**config.mk**
```make
export PLATFORM = sky130hd
export DESIGN_NAME = dmem_arbiter
export DESIGN_NICKNAME = d
export VERILOG_FILES = /design/src/rtl/proc_pkg.sv /design/src/rtl/rd_capture.sv /design/src/rtl/dmem_arbiter.sv
export SDC_FILE = /design/constraint.sdc
export NUM_CORES = 1
export LEC_CHECK = 0
export BUFFER_PORTS_ARGS = -buffer_cell sky130_fd_sc_hd__buf_4
export CAP_MARGIN = 25
export CORE_ASPECT_RATIO = 1.5
export CORE_MARGIN = 2
export CORE_UTILIZATION = 44
export DETAILED_ROUTE_END_ITERATION = 12
export MAX_ROUTING_LAYER = met4
export PLACE_DENSITY_LB_ADDON = 0.25
export SLEW_MARGIN = 20
export SYNTH_ARGS = -nofsm -noshare
export SYNTH_HDL_FRONTEND = slang
export SYNTH_SLANG_ARGS = --single-unit
```
**constraint.sdc**
```tcl
create_clock -name clk -period 2 [get_ports clk]
set_input_delay 0.3 -clock clk [delete_from_list [all_inputs] [get_ports clk]]
set_output_delay 0.3 -clock clk [all_outputs]
set_load 0.02 [all_outputs]
```
**src/rtl/proc_pkg.sv**
```systemverilog
// Shared processor definitions: default data-path widths and the data-memory
// arbiter state encoding.
package proc_pkg;

    localparam int DW = 16;
    localparam int AW = 3;

    typedef enum logic {
        ST_ARB      = 1'b0,
        ST_DBG_LOCK = 1'b1
    } arb_state_e;

endpackage

```
**src/rtl/rd_capture.sv**
```systemverilog
// Per-requester read-return register: latches memory read data on a granted
// read and pulses rvalid for the following cycle.
module rd_capture #(
    parameter int DW = 16
) (
    input  logic          clk,
    input  logic          rst_n,
    input  logic          capture,
    input  logic [DW-1:0] data,
    output logic          rvalid,
    output logic [DW-1:0] rdata
);

    // NOTE: sequential state is always written with <= so every flop samples
    // pre-edge values regardless of process ordering.
    always_ff @(posedge clk or negedge rst_n) begin
        if (!rst_n) begin
            rvalid <= 1'b0;
            rdata  <= '0;
        end else begin
            rvalid <= capture;
            if (capture) rdata <= data;
        end
    end

endmodule

```
**src/rtl/dmem_arbiter.sv**
```systemverilog
// Arbitrates the single data-memory port between the CPU memory stage and a
// debug/loader requester, with starvation protection and debug lock bursts.
module dmem_arbiter
    import proc_pkg::*;
#(
    parameter int DW         = proc_pkg::DW,
    parameter int AW         = proc_pkg::AW,
    parameter int STARVE_MAX = 4
) (
    input  logic          clk,
    input  logic          rst_n,

    input  logic          cpu_req,
    input  logic          cpu_we,
    input  logic [AW-1:0] cpu_addr,
    input  logic [DW-1:0] cpu_wdata,
    output logic          cpu_gnt,
    output logic          cpu_rvalid,
    output logic [DW-1:0] cpu_rdata,

    input  logic          dbg_req,
    input  logic          dbg_we,
    input  logic [AW-1:0] dbg_addr,
    input  logic [DW-1:0] dbg_wdata,
    input  logic          dbg_lock,
    output logic          dbg_gnt,
    output logic          dbg_rvalid,
    output logic [DW-1:0] dbg_rdata,

    output logic          mem_we,
    output logic [AW-1:0] mem_addr,
    output logic [DW-1:0] mem_wdata,
    input  logic [DW-1:0] mem_rdata,

    output logic          pipe_stall
);

    arb_state_e state, state_nxt;
    logic [3:0] starve_cnt;
    logic       starved;
    logic       arb_cpu, arb_dbg;

    assign starved = (starve_cnt == 4'(STARVE_MAX));

    // NOTE: every output of this block gets a default first, so no path
    // through the case can leave a value unassigned and infer a latch.
    always_comb begin
        arb_cpu   = 1'b0;
        arb_dbg   = 1'b0;
        state_nxt = state;
        unique case (state)
            ST_ARB: begin
                if (dbg_req && starved) arb_dbg = 1'b1;
                else if (cpu_req)       arb_cpu = 1'b1;
                else if (dbg_req)       arb_dbg = 1'b1;
                if (arb_dbg && dbg_lock) state_nxt = ST_DBG_LOCK;
            end
            ST_DBG_LOCK: begin
                arb_dbg = dbg_req;
                if (!dbg_lock || !dbg_req) state_nxt = ST_ARB;
            end
            default: state_nxt = ST_ARB;
        endcase
    end

    // Reset masks the grants combinationally so nothing reaches memory while held.
    assign cpu_gnt    = arb_cpu & rst_n;
    assign dbg_gnt    = arb_dbg & rst_n;
    assign pipe_stall = cpu_req & ~cpu_gnt;

    always_comb begin
        mem_we    = 1'b0;
        mem_addr  = '0;
        mem_wdata = '0;
        if (cpu_gnt) begin
            mem_we    = cpu_we;
            mem_addr  = cpu_addr;
            mem_wdata = cpu_wdata;
        end else if (dbg_gnt) begin
            mem_we    = dbg_we;
            mem_addr  = dbg_addr;
            mem_wdata = dbg_wdata;
        end
    end

    always_ff @(posedge clk or negedge rst_n) begin
        if (!rst_n) begin
            state      <= ST_ARB;
            starve_cnt <= '0;
        end else begin
            state <= state_nxt;
            if (dbg_gnt)
                starve_cnt <= '0;
            else if (dbg_req && !starved)
                starve_cnt <= starve_cnt + 4'd1;
        end
    end

    rd_capture #(.DW(DW)) u_cpu_rd (
        .clk     (clk),
        .rst_n   (rst_n),
        .capture (cpu_gnt & ~cpu_we),
        .data    (mem_rdata),
        .rvalid  (cpu_rvalid),
        .rdata   (cpu_rdata)
    );

    rd_capture #(.DW(DW)) u_dbg_rd (
        .clk     (clk),
        .rst_n   (rst_n),
        .capture (dbg_gnt & ~dbg_we),
        .data    (mem_rdata),
        .rvalid  (dbg_rvalid),
        .rdata   (dbg_rdata)
    );

endmodule

```
# [Word-level counts from Yosys, hierarchy flattened]
# Cells that the tools add are included.
[totals] memories=0 ram_bits=0 rom_bits=0 wordCells=44 output_inout_bits=57 latchBits=0 reg_bits=39
[op_classes] magnitude_cmp=0 div=0 eq_ne=1 shift=0 reduce_logical=8 n_bitwise=9 n_mul=0 mux=19 n_addsub=1
[op_table] operator="$mux W16" count=2
[op_table] operator="$mux W1" count=11
[op_table] operator="$mux W4" count=2
[op_table] operator="$mux W3" count=2
[op_table] operator="$and A1 B1 Y1" count=5
[op_table] operator="$add A4 B1 Y4 const B" count=1
[op_table] operator="$eq A4 B3 Y1 const B" count=1
[op_table] operator="$not A1 Y1" count=4
[op_table] operator="$pmux W1 S2" count=2
[op_table] operator="$logic_and A1 B1 Y1" count=3
[op_table] operator="$logic_not A1 Y1" count=3
[op_table] operator="$reduce_bool A2 Y1" count=1
[op_table] operator="$logic_or A1 B1 Y1" count=1

# [Logic depth before layout (Yosys ltp)]
# Gate-level depths: netlist of run 1.
[logic_depth] depth_word=8 depth_mapped=6 mapped_depth_nobuf=5

# [By module]
# A second synthesis of run 1 with hierarchy kept.
[unflattened] cells_unflattened=178 hier_area_um2=2005.7
[modules_own_cells] module="rd_capture" n_inst=2 area_per_inst_um2=674.4 cells_per_inst=35 seq_area_each_um2=425.4
[modules_own_cells] module="dmem_arbiter" n_inst=1 area_per_inst_um2=656.9 cells_per_inst=108 seq_area_each_um2=125.1

# [Least setup slack after synthesis of run 1]
# OpenSTA, ideal clock, no wires.
[synth_timing] path_kind="reg2out" start="register starve_cnt[0]" end="output pipe_stall" setup_slack_ns=0.159 t_required_ns=1.700 path_stages_with_launch=6 t_arrival_ns=1.541 cell_sequence="dfrtp_1 inv_1 ha_1 nand4b_1 and3_2 nor2b_1"
[synth_via] elab_chain_len=7
[synth_lines] element="start: declaration" line="dmem_arbiter.sv:39" rtl="logic [3:0] starve_cnt;"
[synth_lines] element="start signal: assignment" line="dmem_arbiter.sv:95" rtl="starve_cnt <= starve_cnt + 4'd1;"
[synth_lines] element="$eq A4 B3 Y1" line="dmem_arbiter.sv:43" rtl="assign starved = (starve_cnt == 4'(STARVE_MAX));"
[synth_lines] element="$logic_and A1 B1 Y1" line="dmem_arbiter.sv:53" rtl="if (dbg_req && starved) arb_dbg = 1'b1;"
[synth_lines] element="$mux W1" line="dmem_arbiter.sv:53"
[synth_lines] element="$mux W1" line="dmem_arbiter.sv:51" rtl="unique case (state)"
[synth_lines] element="$and A1 B1 Y1" line="dmem_arbiter.sv:67" rtl="assign cpu_gnt = arb_cpu & rst_n;"
[synth_lines] element="via cpu_gnt" line="dmem_arbiter.sv:17" rtl="output logic cpu_gnt,"
[synth_lines] element="$not A1 Y1" line="dmem_arbiter.sv:69" rtl="assign pipe_stall = cpu_req & ~cpu_gnt;"
[synth_lines] element="$and A1 B1 Y1" line="dmem_arbiter.sv:69"
[synth_lines] element="end: declaration" line="dmem_arbiter.sv:35" rtl="output logic pipe_stall"
# The timed path passes the listed nets, and every way through them passes these cells.

# [Worst setup path in the final report of run 1]
[layout_timing] start="register starve_cnt[0]" end="output mem_we"
[layout_via] elab_chain_len=8 word_cells_on_any_way=11 classes_between="1 x eq/ne; 7 x mux; 2 x bitwise; 1 x reduce/logical"
[layout_lines] element="$eq A4 B3 Y1 (*)" line="dmem_arbiter.sv:43"
[layout_lines] element="$logic_and A1 B1 Y1 (*)" line="dmem_arbiter.sv:53"
[layout_lines] element="$mux W1" line="dmem_arbiter.sv:53"
[layout_lines] element="$mux W1" line="dmem_arbiter.sv:51"
[layout_lines] element="$pmux W1 S2" line="dmem_arbiter.sv:51"
[layout_lines] element="$and A1 B1 Y1" line="dmem_arbiter.sv:68" rtl="assign dbg_gnt = arb_dbg & rst_n;"
[layout_lines] element="$mux W1" line="dmem_arbiter.sv:79" rtl="end else if (dbg_gnt) begin"
[layout_lines] element="$mux W1 (*)" line="dmem_arbiter.sv:75" rtl="if (cpu_gnt) begin"
[layout_lines] element="end: declaration" line="dmem_arbiter.sv:30" rtl="output logic mem_we,"
# Every way passes the cells marked *; elsewhere a longest branch is shown, timed or not. The select of a mux whose other input is x is not followed.

==> flow_results.org, run 1 <==
** Status
- Outcome :: complete, but fails checks
- The checks that failed: setup timing.

** Cells and area
- The repair_antennas step left the layout with diodes totalling 0.
- For this run, the post-layout net count is 380.
- Fraction of layout instances using a drive strength above 1 :: a little under three fifths
- The finished cells cover 3350 um2.
- Highest-count cells in the layout ignoring fill and taps :: 104 x buf_4, 39 x dfrtp_1, 32 x mux2_2
- Synth-to-layout area growth :: 57.6%
- Post-route core utilization :: a little under three quarters
- Leaving out fill and tap cells, the most frequent cell in the layout is buf_4.

** STA
- Worst slew margin relative to its limit :: between 70% and 80%
- The count of final hold-check violations came to 0.
- Once routing completed, OpenROAD measured the worst setup slack at -0.0888 ns.
- The number of pins exceeding their max-slew limit in the final report is 0.
- Setup violations remaining at the end of the flow were counted as 21.
- Static timing analysis puts the maximum clock frequency at ~480 MHz.
- Slew @ Worst Pin :: 0.338 ns
- The clock arrives with around 0.0055 ns of skew.
- Counting I/O delays and the setup requirement, the final critical path takes 2.09 ns.
- Setup repair after global routing missed its margin :: yes
- Dividing the final minimum period by the clock period gives 104%.

** Synth
- Of the synthesized area, sequential elements account for 45.9%.
- Netlist area before placement :: around 2100 um2
- Of the post-synthesis cell area, the dominant cell type holds 45.9%.
- Syn. warnings :: 0
- The synthesized design spends more area on one cell type than any other, namely dfrtp_1.
- By area the synthesized netlist is led by dfrtp_1 46%, mux2_2 17%, o21a_1 7.1%.
- Counting distinct cell types in the post-synthesis netlist gives 32.
- After synthesis the netlist holds a flip-flop and latch count of 39.
- Counting every net in the synthesized netlist gives 261.
- A synthesized cell averages 10.7 um2.
- Gate count of the mapped netlist :: 198

** Floorplanning
- Total I/O pin count :: 118
- Initial Utilization :: 44.9%
- Die X :: 60.8 um
- The floorplan step defined a core boundary enclosing 4730 um2.
- Total Die Area :: 5420 um2
- Floorplan die height :: 89.2 um
- Std cell rows :: 31

** Clocking
- Clock sinks :: 39
- Num CTS Buffers :: 5
- The clock reaches the later pin of the worst-skew pair after 0.28 ns.
- TritonCTS clock tree :: done
- The tree is rooted in a clkbuf_8.
- After clock tree synthesis, the clock-pin slew on the worst setup and hold paths is 0.07 ns.
- The clock passes through at most 2 buffers.
- H-tree depth :: 2

** Worst setup path
- STA puts the critical path data required time at 1.70 ns.
- The worst register-to-register path begins at starve_cnt[0]$_DFFE_PN0P_.
- Worst reg2reg endpoint :: u_cpu_rd.rdata[10]$_DFFE_PN0P_
- STA classifies the critical path endpoint as a primary output.
- The setup check on the worst reg-to-reg path leaves a slack of 0.24 ns.
- Setup Crit Path Kind :: reg2out
- Length in cells of the worst reg-to-reg path :: 6
- Type of element launching the critical path :: flop
- At the worst endpoint, the arrival time is between 1.5 and 2 ns.
- Maximum net fanout on the critical path :: 22

** Pwr
- Registers are responsible for 35.1% of the overall power.
- In this run, the clock network consumes 19.6% of the power.
- In this run the power spent charging and discharging nets is 1.16 mW.
- Cell internal power was estimated by the tool at 2.22 mW.
- Worst ir drop on vdd :: 0.680 mV
- Of the total power, the share spent switching nets is 34.4%.
- Power density of the placed cells :: ~1000 nW/um2
- P_leak :: 1.69 nW
- In this run, the combinational gates consume 45.3% of the power.

** Routing
- Post-DR vias/cell :: just over 5
- Detailed Routing Iterations Pass 1 :: 4
- DRC violation count after routing :: 0
- Met1 wire length :: 2130 um
- Routed wire length :: between 5000 and 6000 um
- Once detail routing completed, the nets flagged for antenna violations numbered 0.
- The detailed router used layers up to and including met4.
- In the final routed layout, each cell accounts on average for between 10 and 15 um.
- Violation count after the first detailed-routing iteration :: between 100 and 150
- Total via count after detailed routing :: 1965
- Total length of routed met2 wires :: ~2700 um
- In the detailed route, the total length drawn on met3 is 502 um.

** GRT
- Global routing finished with a remaining overflow of 0.
- Pin count of the biggest net entering global routing :: 47
- Antenna violations before repair :: 0
- First-pass GRT wire length :: 7740 um
- Via count of the first global-routing pass :: 1719
- Across every metal layer, demand over resource in global routing totals 19.5%.

** Placed design
- Detailed-placement wirelength estimate :: 3770 um
- Input and output buffers added on the ports amount to 117.
- GPL Wtd Cong :: 0.735
- The placed instances occupy a cell area of 3090 um2.

** Flow run
- Max-cap violations :: 0

** Hold path
- In this run the worst hold path is classified as in2async.
[timing repair]
| action | CTS | global route |
|---|---|---|
| pin swaps | 1 | 0 |
| hold endpoints to repair | 5 | 0 |
| resized for setup | 24 | 4 |
| setup buffers | 3 | 1 |
| hold buffers | 1 | 0 |
| endpoints found under the setup margin | 23 | 23 |
[through the flow]
stage          instances  setup TNS, ns  worst slack, ns  total power, mW  hold slack (ns)
6_report             384          -1.61          -0.0888             3.38            0.119
5_1_grt              384          -3.17           -0.162             3.56            0.140
4_1_cts              383          -2.17           -0.113             3.40            0.122
3_5_place_dp         371              0           0.0704             2.63            0.180
3_3_place_gp         371              0            0.139             2.59            0.182
2_1_floorplan        198              0            0.159             1.98          0.00441
[per-layer routing]
| metal | up-vias | GRT usage, % |
|---|---|---|
| met2 | 91 | 31.1 |
| met5 | - | - |
| met1 | 931 | 23.5 |
| met4 | 0 | 6.72 |
| li1 | 936 | - |
| met3 | 7 | 5.35 |
[registers in the layout (all words and copies together) (netlist names)]
name / cells
u_dbg_rd.rvalid: 1
u_dbg_rd.rdata: 16
u_cpu_rd.rdata: 16
state: 1
starve_cnt: 4
u_cpu_rd.rvalid: 1
[Yosys cell counts (all sizes together)]
| master | n |
|---|---|
| o2111a | 1 |
| and3 | 22 |
| a211oi | 1 |
| nand3b | 2 |
| clkbuf | 13 |
| nand2 | 22 |
| inv | 5 |
| a22oi | 1 |
| and2 | 1 |
| ha | 2 |
| or3 | 1 |
| dfrtp | 39 |
| o21a | 20 |
| o21ai | 1 |
| nor2b | 2 |
| nand4b | 2 |
| a22o | 1 |
| a21oi | 23 |
| o211a | 1 |
| nand4 | 1 |
| mux2 | 33 |
| buf | 4 |
[power by group through the flow]
stage | logic (mW) | clock network (mW) | registers [mW]
finish | 1.53 | 0.663 | 1.18
global route | 1.63 | 0.721 | 1.21
CTS | 1.53 | 0.690 | 1.18
detailed placement | 1.44 | 0 | 1.19
global placement | 1.41 | 0 | 1.18
floorplan | 0.547 | 0 | 1.43
[area by class of cell]
cell class / count / area (um2)
Sequential cell: 39 / 976
Clock buffer: 6 / 82.6
Tap cell: 66 / 82.6
Fill cell: 394 / 1380
Inverter: 5 / 18.8
Timing Repair Buffer: 129 / 1090
Multi-Input combinational cell: 137 / 1070
Clock inverter: 2 / 35.0
[cell families after synthesis]
group                    Yosys count  share of synthesized area (%)
AO/OA/AOI/OAI                     49                           15.4
adder cells (fa/ha/maj)            2                           1.18
buffers and inverters             22                           5.06
flip-flops                        39                           45.9
multiplexers                      33                           17.6
AND/OR/NAND/NOR                   53                           14.9
[worst max path at each step]
stage / startpoint / to / slack, ns / cells past startpoint
after detailed placement: starve_cnt[0]$_DFFE_PN0P_ / mem_wdata[0] / 0.07 / 7
after floorplan: starve_cnt[0]$_DFFE_PN0P_ / pipe_stall / 0.16 / 5
after global placement: starve_cnt[0]$_DFFE_PN0P_ / mem_wdata[0] / 0.14 / 7
after CTS: starve_cnt[0]$_DFFE_PN0P_ / mem_we / -0.11 / 7
final: starve_cnt[0]$_DFFE_PN0P_ / mem_we / -0.09 / 7
after global routing: starve_cnt[0]$_DFFE_PN0P_ / mem_wdata[1] / -0.16 / 7
[critical path, cell delays in order, from the launching register on]
cell      delay (ns)
dfrtp_1         0.41
inv_2           0.10
ha_4            0.16
nand4b_1        0.14
buf_12          0.19
and3_1          0.18
o21a_1          0.19
buf_6           0.13
No activity file was read; power rests on OpenSTA's default activity.
==> run 2: changes to the inputs <==
--- a/config.mk
+++ b/config.mk
@@ -5,12 +5,14 @@
 export SDC_FILE = /design/constraint.sdc
 export NUM_CORES = 1
 export LEC_CHECK = 0
+export ABC_AREA = 1
 export BUFFER_PORTS_ARGS = -buffer_cell sky130_fd_sc_hd__buf_4
 export CAP_MARGIN = 25
 export CORE_ASPECT_RATIO = 1.5
 export CORE_MARGIN = 2
 export CORE_UTILIZATION = 44
 export DETAILED_ROUTE_END_ITERATION = 12
+export GPL_TIMING_DRIVEN = 1
 export MAX_ROUTING_LAYER = met4
 export PLACE_DENSITY_LB_ADDON = 0.25
 export SLEW_MARGIN = 20
==> flow_results.org, run 2 <==
** Status
- Outcome: complete, but fails checks (unchanged).
- Violated checks: setup timing (unchanged).

** Worst setup path
- Arr. time, crit path :: 1.75 ns (was 1.79 ns)
- Length in cells of the worst reg-to-reg path :: 8 (was 6)
- The required time of the worst setup path is 1.70 ns (about the same).
- Setup Crit Path Kind :: reg2out (unchanged)
- The highest fanout seen on the critical path was 5 (was 22).
- Register-to-register setup slack :: 0.33 ns (was 0.24 ns)
- The kind of end point of the critical path is a primary output (unchanged).
- The capturing point of the worst reg2reg path is u_dbg_rd.rdata[8]$_DFFE_PN0P_ (was u_cpu_rd.rdata[10]$_DFFE_PN0P_).
- The worst setup path endpoint is mem_addr[2] (was mem_we).
- The origin of the worst setup path was starve_cnt[1]$_DFFE_PN0P_ (was starve_cnt[0]$_DFFE_PN0P_).
- The critical path startpoint category is a flop (unchanged).
- RR Startpoint :: starve_cnt[1]$_DFFE_PN0P_ (was starve_cnt[0]$_DFFE_PN0P_)

** Synth
- Commonest cells in the netlist :: 130 x nand2_1, 39 x dfrtp_1, 18 x nand4_1, 18 x o21ai_0, 9 x inv_1 (was 39 x dfrtp_1, 32 x mux2_2, 22 x a21oi_1, 22 x nand2_1, 21 x and3_1)
- The count of flip-flops with a built-in enable after synthesis was 0 (unchanged).
- Fraction of synthesized cell area taken by the top area cell type :: 48.4% (was 45.9%)
- The most frequent cell after synthesis was nand2_1 (was dfrtp_1).
- The mean instance size in the synthesized netlist was 7.98 um2 (was 10.7 um2).
- The warning count from the yosys run was 0 (unchanged).
- Number of synthesized register bits :: 39 (unchanged)
- The count of different cell masters after synthesis came to 25 (was 32).
- Mapped Nets :: 316 (was 261)
- The fraction of the yosys area taken by sequential cells is 48.4% (was 45.9%).
- The gate count after technology mapping came to 253 (was 198).
- The library cell with the largest summed area after synthesis is dfrtp_1 (unchanged).
- Leading cell types by total area after synthesis: dfrtp_1 48%, nand2_1 24%, nand4_1 5.6% (was dfrtp_1 46%, mux2_2 17%, o21a_1 7.1%).
- The top flip-flop cell by instance count after synthesis is dfrtp_1 (unchanged).
- The post-synth design cell area came to 2020 um2 (was 2130 um2).
- The share of flip-flops with an asynchronous set or reset after synthesis was 100% (unchanged).

** STA
- The final critical delay including setup and external delays came to 2.05 ns (was 2.09 ns).
- The smallest hold slack came to 0.222 ns (was 0.119 ns).
- Tcrit/Tclk final :: 103% (was 104%)
- The worst-case headroom to the max-slew limit was 68.0% (was 77.4%).
- The count of final hold-check violations is 0 (unchanged).
- The number of endpoints failing setup at the final stage was 8 (was 21).
- The worst setup margin is -0.0537 ns (was -0.0888 ns).
- The number of pins exceeding their max-slew limit in the final report was 0 (unchanged).
- Setup TNS :: -0.235 ns (was -1.61 ns)
- The transition at the pin with the smallest max-transition slack is 0.480 ns (was 0.338 ns).
- The clock skew came to 0.00342 ns (was 0.00548 ns).
- Setup repair after global routing missed its margin: yes (unchanged).
- Peak Freq :: 487 MHz (was 479 MHz)

** Routing
- The count of vias placed by the detailed router came to 2250 (was 1965).
- The post-detailed-route wirelength per cell was 15.4 um (was 14.0 um).
- Violation count after the first detailed-routing iteration :: 60 (was 122)
- The residual DRC count was 0 (unchanged).
- The per-cell via count in the routed design is 5.20 (was 5.12).
- Detailed Routing Iterations Pass 1 :: 4 (unchanged)
- Routed wire length :: 6650 um (was 5380 um)
- Number of routed nets with antenna violations :: 0 (unchanged)

** Floorplanning
- The number of rows in the core area was 30 (was 31).
- Floorplan die height :: 86.9 um (was 89.2 um)
- Total Die Area :: 5160 um2 (was 5420 um2)
- Die X :: 59.3 um (was 60.8 um)
- The number of I/O pins was 118 (unchanged).
- Area of the core :: 4470 um2 (was 4730 um2)
- Initial Utilization :: 45.2% (was 44.9%)

** Clocking
- Num CTS Buffers :: 5 (unchanged)
- Master cell of the clock root buffer :: clkbuf_8 (unchanged)
- Reg clk slew, reported paths :: 0.07 ns (about the same)
- The TritonCTS clock tree was done (unchanged).
- The H-tree depth was 2 (unchanged).
- Deepest clock path buffer count :: 2 (unchanged)
- Worst-Skew Late Latency :: 0.28 ns (about the same)
- Clock sinks :: 39 (unchanged)

** Placed design
- The cell area after placement was 2890 um2 (was 3090 um2).
- The routability-driven placement congestion ratio was 0.768 (was 0.735).
- Number of buffers added on ports :: 117 (unchanged)
- The detailed placer's ending HPWL came to 4410 um (was 3770 um).

** Cells and area
- Most frequent standard cell in the layout excluding fill and tap cells :: nand2_1 (was buf_4)
- Post-route standard cell area excluding fillers :: 3260 um2 (was 3350 um2)
- Fraction of layout instances using a drive strength above 1 :: 44.4% (was 56.9%)
- Highest-count cells in the layout ignoring fill and taps :: 119 x nand2_1, 116 x buf_4, 39 x dfrtp_1 (was 104 x buf_4, 39 x dfrtp_1, 32 x mux2_2)
- Biggest registers after layout: u_cpu_rd.rdata: 16 flops, u_dbg_rd.rdata: 16 flops, starve_cnt: 4 flops (unchanged).
- Synth-to-layout area growth :: 61.7% (was 57.6%)
- The antenna diode count came to 0 (unchanged).
- Final #Nets :: 447 (was 380)

** GRT
- The residual overflow from global routing is 0 (unchanged).
- Via count of the first global-routing pass :: 2042 (was 1719)
- Antenna violations before repair :: 0 (unchanged)
- The global routing usage summed across all routing layers is 24.9% (was 19.5%).
- First-pass GRT wire length :: 9370 um (was 7740 um)
- The largest net degree at the start of global routing came to 44 (was 47).

** Pwr
- The maximum resistive drop on vdd came to 0.738 mV (was 0.680 mV).
- Total power of the final layout :: 3.22 mW (was 3.38 mW)
- The power density over the cells came to 987 nW/um2 (was 1010 nW/um2).
- The cell leakage power was 1.82 nW (was 1.69 nW).

** Hold path
- The path class of the lowest-slack min-delay path is in2reg (was in2async).
- The worst hold path passes through 3 cells.

** Flow run
- Max-cap violations :: 0 (unchanged)
-- run 2: cell count changes after synthesis, moves of 9 or more --
cell	before	now
a21oi_1	22	0
and3_1	21	0
clkbuf_1	12	3
mux2_2	32	0
nand2_1	22	130
nand4_1	1	18
o21a_1	20	0
o21ai_0	1	18
-- run 2: cell families after synthesis --
family          Yosys count  share of synthesized area (%)
xor+xnor                  1                          0.434
fa+ha+maj                 2                           1.24
flops                    39                           48.4
compound gates           20                           5.64
buf+inv                  26                           7.75
simple gates            165                           36.6
-- run 2: worst max-delay path, cell delays in order, from the launching register on --
cell and delay, ns:
dfrtp_1 0.39, inv_2 0.08, ha_4 0.15, nand3_4 0.10
nand2_4 0.12, nand2_8 0.07, nor2_4 0.18, buf_6 0.14
nand2_1 0.06, nand2_1 0.07, buf_6 0.11
-- run 2: worst min-delay path by stage --
stage,start,end,slack (ns)
floorplan,rst_n,starve_cnt[0]$_DFFE_PN0P_,0.004
detailed placement,rst_n,u_cpu_rd.rdata[3]$_DFFE_PN0P_,0.26
global placement,rst_n,u_cpu_rd.rdata[3]$_DFFE_PN0P_,0.26
finish,mem_rdata[4],u_cpu_rd.rdata[4]$_DFFE_PN0P_,0.22
global route,mem_rdata[4],u_cpu_rd.rdata[4]$_DFFE_PN0P_,0.23
CTS,mem_rdata[4],u_cpu_rd.rdata[4]$_DFFE_PN0P_,0.21
-- run 2: power by group --
| part | internal, mW | switching, mW | total [mW] |
|---|---|---|---|
| clock network | 0.315 | 0.259 | 0.574 |
| registers | 1.01 | 0.139 | 1.15 |
| logic | 0.670 | 0.827 | 1.50 |
-- run 2: cell type report --
class	count	area, um2
fillers	338	1200
repair buffers	136	1090
multi-input cells	190	983
flip-flops and latches	39	976
clock buffers	8	100
well taps	48	60.1
inverters	12	50.0
-- run 2: per-layer routing --
metal | track usage [%] | share of wire [%] | vias up
met4 | 10.3 | 2.5 | 0
met3 | 4.75 | 9.2 | 14
met5 | - | 0 | -
met2 | 44.1 | 53 | 116
met1 | 26.4 | 35 | 1053
li1 | - | - | 1067
-- run 2: metrics by stage --
| step | util, % | setup WS, ns | cells |
|---|---|---|---|
| after floorplan | - | 0.162 | 253 |
| after global placement | 64.7 | 0.0942 | 410 |
| after detailed placement | 64.7 | 0.0390 | 410 |
| after CTS | 68.9 | 0.00794 | 425 |
| after global routing | 73.1 | -0.117 | 433 |
| final | 73.1 | -0.0537 | 433 |
-- run 2: timing repair --
action / CTS / global route
endpoints found under the hold margin: 11 / 0
endpoints found under the setup margin: 23 / 21
resized for setup: 9 / 39
buffers inserted: 4 / 8
gates cloned: 2 / 0
hold buffers: 1 / 0
pin swaps: 2 / 17
==> run 3: changes to the inputs <==
--- a/config.mk
+++ b/config.mk
@@ -10,11 +10,12 @@
 export CAP_MARGIN = 25
 export CORE_ASPECT_RATIO = 1.5
 export CORE_MARGIN = 2
-export CORE_UTILIZATION = 44
+export CORE_UTILIZATION = 30
 export DETAILED_ROUTE_END_ITERATION = 12
 export GPL_TIMING_DRIVEN = 1
 export MAX_ROUTING_LAYER = met4
 export PLACE_DENSITY_LB_ADDON = 0.25
+export SETUP_SLACK_MARGIN = 0.3
 export SLEW_MARGIN = 20
 export SYNTH_ARGS = -nofsm -noshare
 export SYNTH_HDL_FRONTEND = slang
==> flow_results.org, run 3 (synthesis results as in run 2) <==
** GRT
- GRT Overall Usage :: 17.8% (was 24.9%)
- The initial antenna violation count is 0 (unchanged).
- Via count of the first global-routing pass :: 2226 (was 2042)
- The largest net degree at the start of global routing was 53 (was 44).
- The residual overflow from global routing is 0 (unchanged).
- First-pass GRT wire length :: 10300 um (was 9370 um)

** Routing
- Violation count after the first detailed-routing iteration :: 31 (was 60)
- Average wire length per cell after detail routing :: 14.0 um (was 15.4 um)
- The count of vias placed by the detailed router is 2156 (was 2250).
- The first-pass iteration count of the detailed router came to 4 (unchanged).
- DRC violation count after routing :: 0 (unchanged)
- Routed wire length :: 6450 um (was 6650 um)
- The per-cell via count in the routed design came to 4.68 (was 5.20).
- The count of nets left with antenna violations after detail routing came to 0 (unchanged).

** Cells and area
- The area added between synthesis and finish was 68.3% (was 61.7%).
- Post-route core utilization :: 52.4% (was 73.1%)
- Biggest registers after layout: u_cpu_rd.rdata: 16 flops, u_dbg_rd.rdata: 16 flops, starve_cnt: 4 flops (unchanged).
- The area occupied by registers is 976 um2 (unchanged).
- The area taken by multi-input logic gates came to 995 um2 (was 983 um2).
- Fillcell total :: 631 (was 338)
- Highest-count cells in the layout ignoring fill and taps :: 110 x buf_4, 105 x nand2_1, 39 x dfrtp_1 (was 119 x nand2_1, 116 x buf_4, 39 x dfrtp_1)
- The final layout net count is 447 (unchanged).
- The most common cell after layout, fill and taps aside was buf_4 (was nand2_1).
- Fraction of layout instances using a drive strength above 1 :: 48.3% (was 44.4%)
- Number of diodes :: 0 (unchanged)

** Clocking
- Reg clk slew, reported paths :: 0.08 ns (was 0.07 ns)
- The H-tree depth is 2 (unchanged).
- Worst-Skew Late Latency :: 0.29 ns (was 0.28 ns)
- TritonCTS clock tree :: done (unchanged)
- The number of clock buffers inserted by TritonCTS was 5 (unchanged).
- The clock net sink count came to 39 (unchanged).
- The cell chosen for the clock root was clkbuf_8 (unchanged).
- Deepest clock path buffer count :: 2 (unchanged)

** STA
- The final critical delay including setup and external delays was 2.03 ns (was 2.05 ns).
- Count of pins over their slew limit :: 0 (unchanged)
- The top achievable clock speed came to 494 MHz (was 487 MHz).
- The worst setup margin was -0.0257 ns (was -0.0537 ns).
- Setup repair after global routing missed its margin: yes (unchanged).
- The number of endpoints failing setup at the final stage came to 8 (unchanged).
- The clock skew is 0.00761 ns (was 0.00342 ns).
- The part of the cycle the worst path needs is 101% (was 103%).
- The transition at the pin with the smallest max-transition slack came to 0.592 ns (was 0.480 ns).
- Final hold vios :: 0 (unchanged)
- The worst-case headroom to the max-slew limit was 60.6% (was 68.0%).
- The smallest hold slack came to 0.174 ns (was 0.222 ns).

** Worst setup path
- The internal reg-to-reg setup slack is 0.47 ns (was 0.33 ns).
- The category of the critical setup timing path was reg2out (unchanged).
- Type of element launching the critical path :: flop (unchanged)
- The worst path arrival time came to 1.73 ns (was 1.75 ns).
- Endpoint kind of the worst setup timing path :: primary output (unchanged)
- Maximum net fanout on the critical path :: 5 (unchanged)
- Crit path required time :: 1.70 ns (about the same)

** Floorplanning
- The height of the chip is 104 um (was 86.9 um).
- The number of rows in the core area came to 36 (was 30).
- Die X :: 71.0 um (was 59.3 um)
- The area of the die came to 7410 um2 (was 5160 um2).
- The number of I/O pins is 118 (unchanged).
- Initial Utilization :: 31.1% (was 45.2%)
- The core area was 6490 um2 (was 4470 um2).

** Placed design
- The routability-driven placement congestion ratio came to 0.817 (was 0.768).
- Number of buffers added on ports :: 117 (unchanged)
- The detailed placer's ending HPWL came to 4370 um (was 4410 um).
- Post-Place Setup Slack :: 0.139 ns (was 0.0390 ns)

** Status
- Outcome :: complete, but fails checks (unchanged)
- Violated checks :: setup timing (unchanged)

** Pwr
- The cell leakage power was 1.85 nW (was 1.82 nW).
- The post-layout total power is 3.22 mW (about the same).
- Worst ir drop on vdd :: 0.481 mV (was 0.738 mV)
- The power density over the cells is 949 nW/um2 (was 987 nW/um2).

** Hold path
- Path class of the lowest-slack min-delay path :: in2async (was in2reg)

** Flow run
- Max-cap violations :: 0 (unchanged)
[run 3: changes by cell type in the layout (fill, tap and decap cells not counted), sizes merged]
cell / previous run / this run
clkinv: 1 / 3
nor2: 11 / 9
buf: 135 / 136
inv: 11 / 10
[run 3: report_power, final]
part | leakage, nW | switching, mW | internal (mW)
Sequential | 0.492 | 0.133 | 1.01
Combinational | 1.31 | 0.821 | 0.695
Clock | 0.0484 | 0.281 | 0.283
Total | 1.85 | 1.24 | 1.99
[run 3: through the flow]
stage | setup TNS (ns) | area, um2 | instances
final | -0.127 | 3400 | 461
after global routing | -2.04 | 3400 | 461
after CTS | -0.142 | 3230 | 456
after detailed placement | 0 | 2960 | 438
after global placement | 0 | 2960 | 438
after floorplan | 0 | 2040 | 253
[run 3: layout make-up]
type	count	share of cell area [%]
flip-flops and latches	39	28.7
clock buffers	7	2.54
clock inverters	1	0.258
repair buffers	138	34.7
well taps	76	2.80
inverters	12	1.69
multi-input cells	188	29.3
[run 3: repair_timing]
action / CTS / global route
hold endpoints to repair: 3 / 0
buffers inserted: 8 / 4
hold buffers: 1 / 0
gates resized for setup: 25 / 34
pin swaps: 2 / 8
cloned: 1 / 1
setup endpoints to repair: 23 / 23
[run 3: critical path, stage by stage, from the launching register on]
cell and delay, ns:
dfrtp_1 0.40, inv_2 0.08, ha_4 0.14, nand3_4 0.09, nand2_4 0.08, nand2_4 0.06
nor2_4 0.10, buf_6 0.13, clkbuf_16 0.15, nand2_2 0.05, nand2_2 0.05, buf_6 0.11
[run 3: final timing paths]
kind / cells after the start / endpoint / from
min reg2reg: 2 / u_dbg_rd.rdata[7]$_DFFE_PN0P_ / u_dbg_rd.rdata[7]$_DFFE_PN0P_
max in group asynchronous: 2 / state$_DFF_PN0_ / rst_n
max reg2reg: 9 / starve_cnt[0]$_DFFE_PN0P_ / state$_DFF_PN0_
min: 2 / u_dbg_rd.rdata[1]$_DFFE_PN0P_ / rst_n
max: 11 / mem_addr[1] / starve_cnt[1]$_DFFE_PN0P_
min in group clk: 3 / u_cpu_rd.rdata[2]$_DFFE_PN0P_ / mem_rdata[2]
[run 3: layer usage]
layer  GRT usage, %  routed length, um  vias up  share of wire, %
met1           18.5               2400      964                37
met4           6.33                117        0               1.8
met2           31.8               3310      116                51
met5              -                  0        -                 0
met3           4.55                619        9               9.6
li1               -                  -     1067                 -
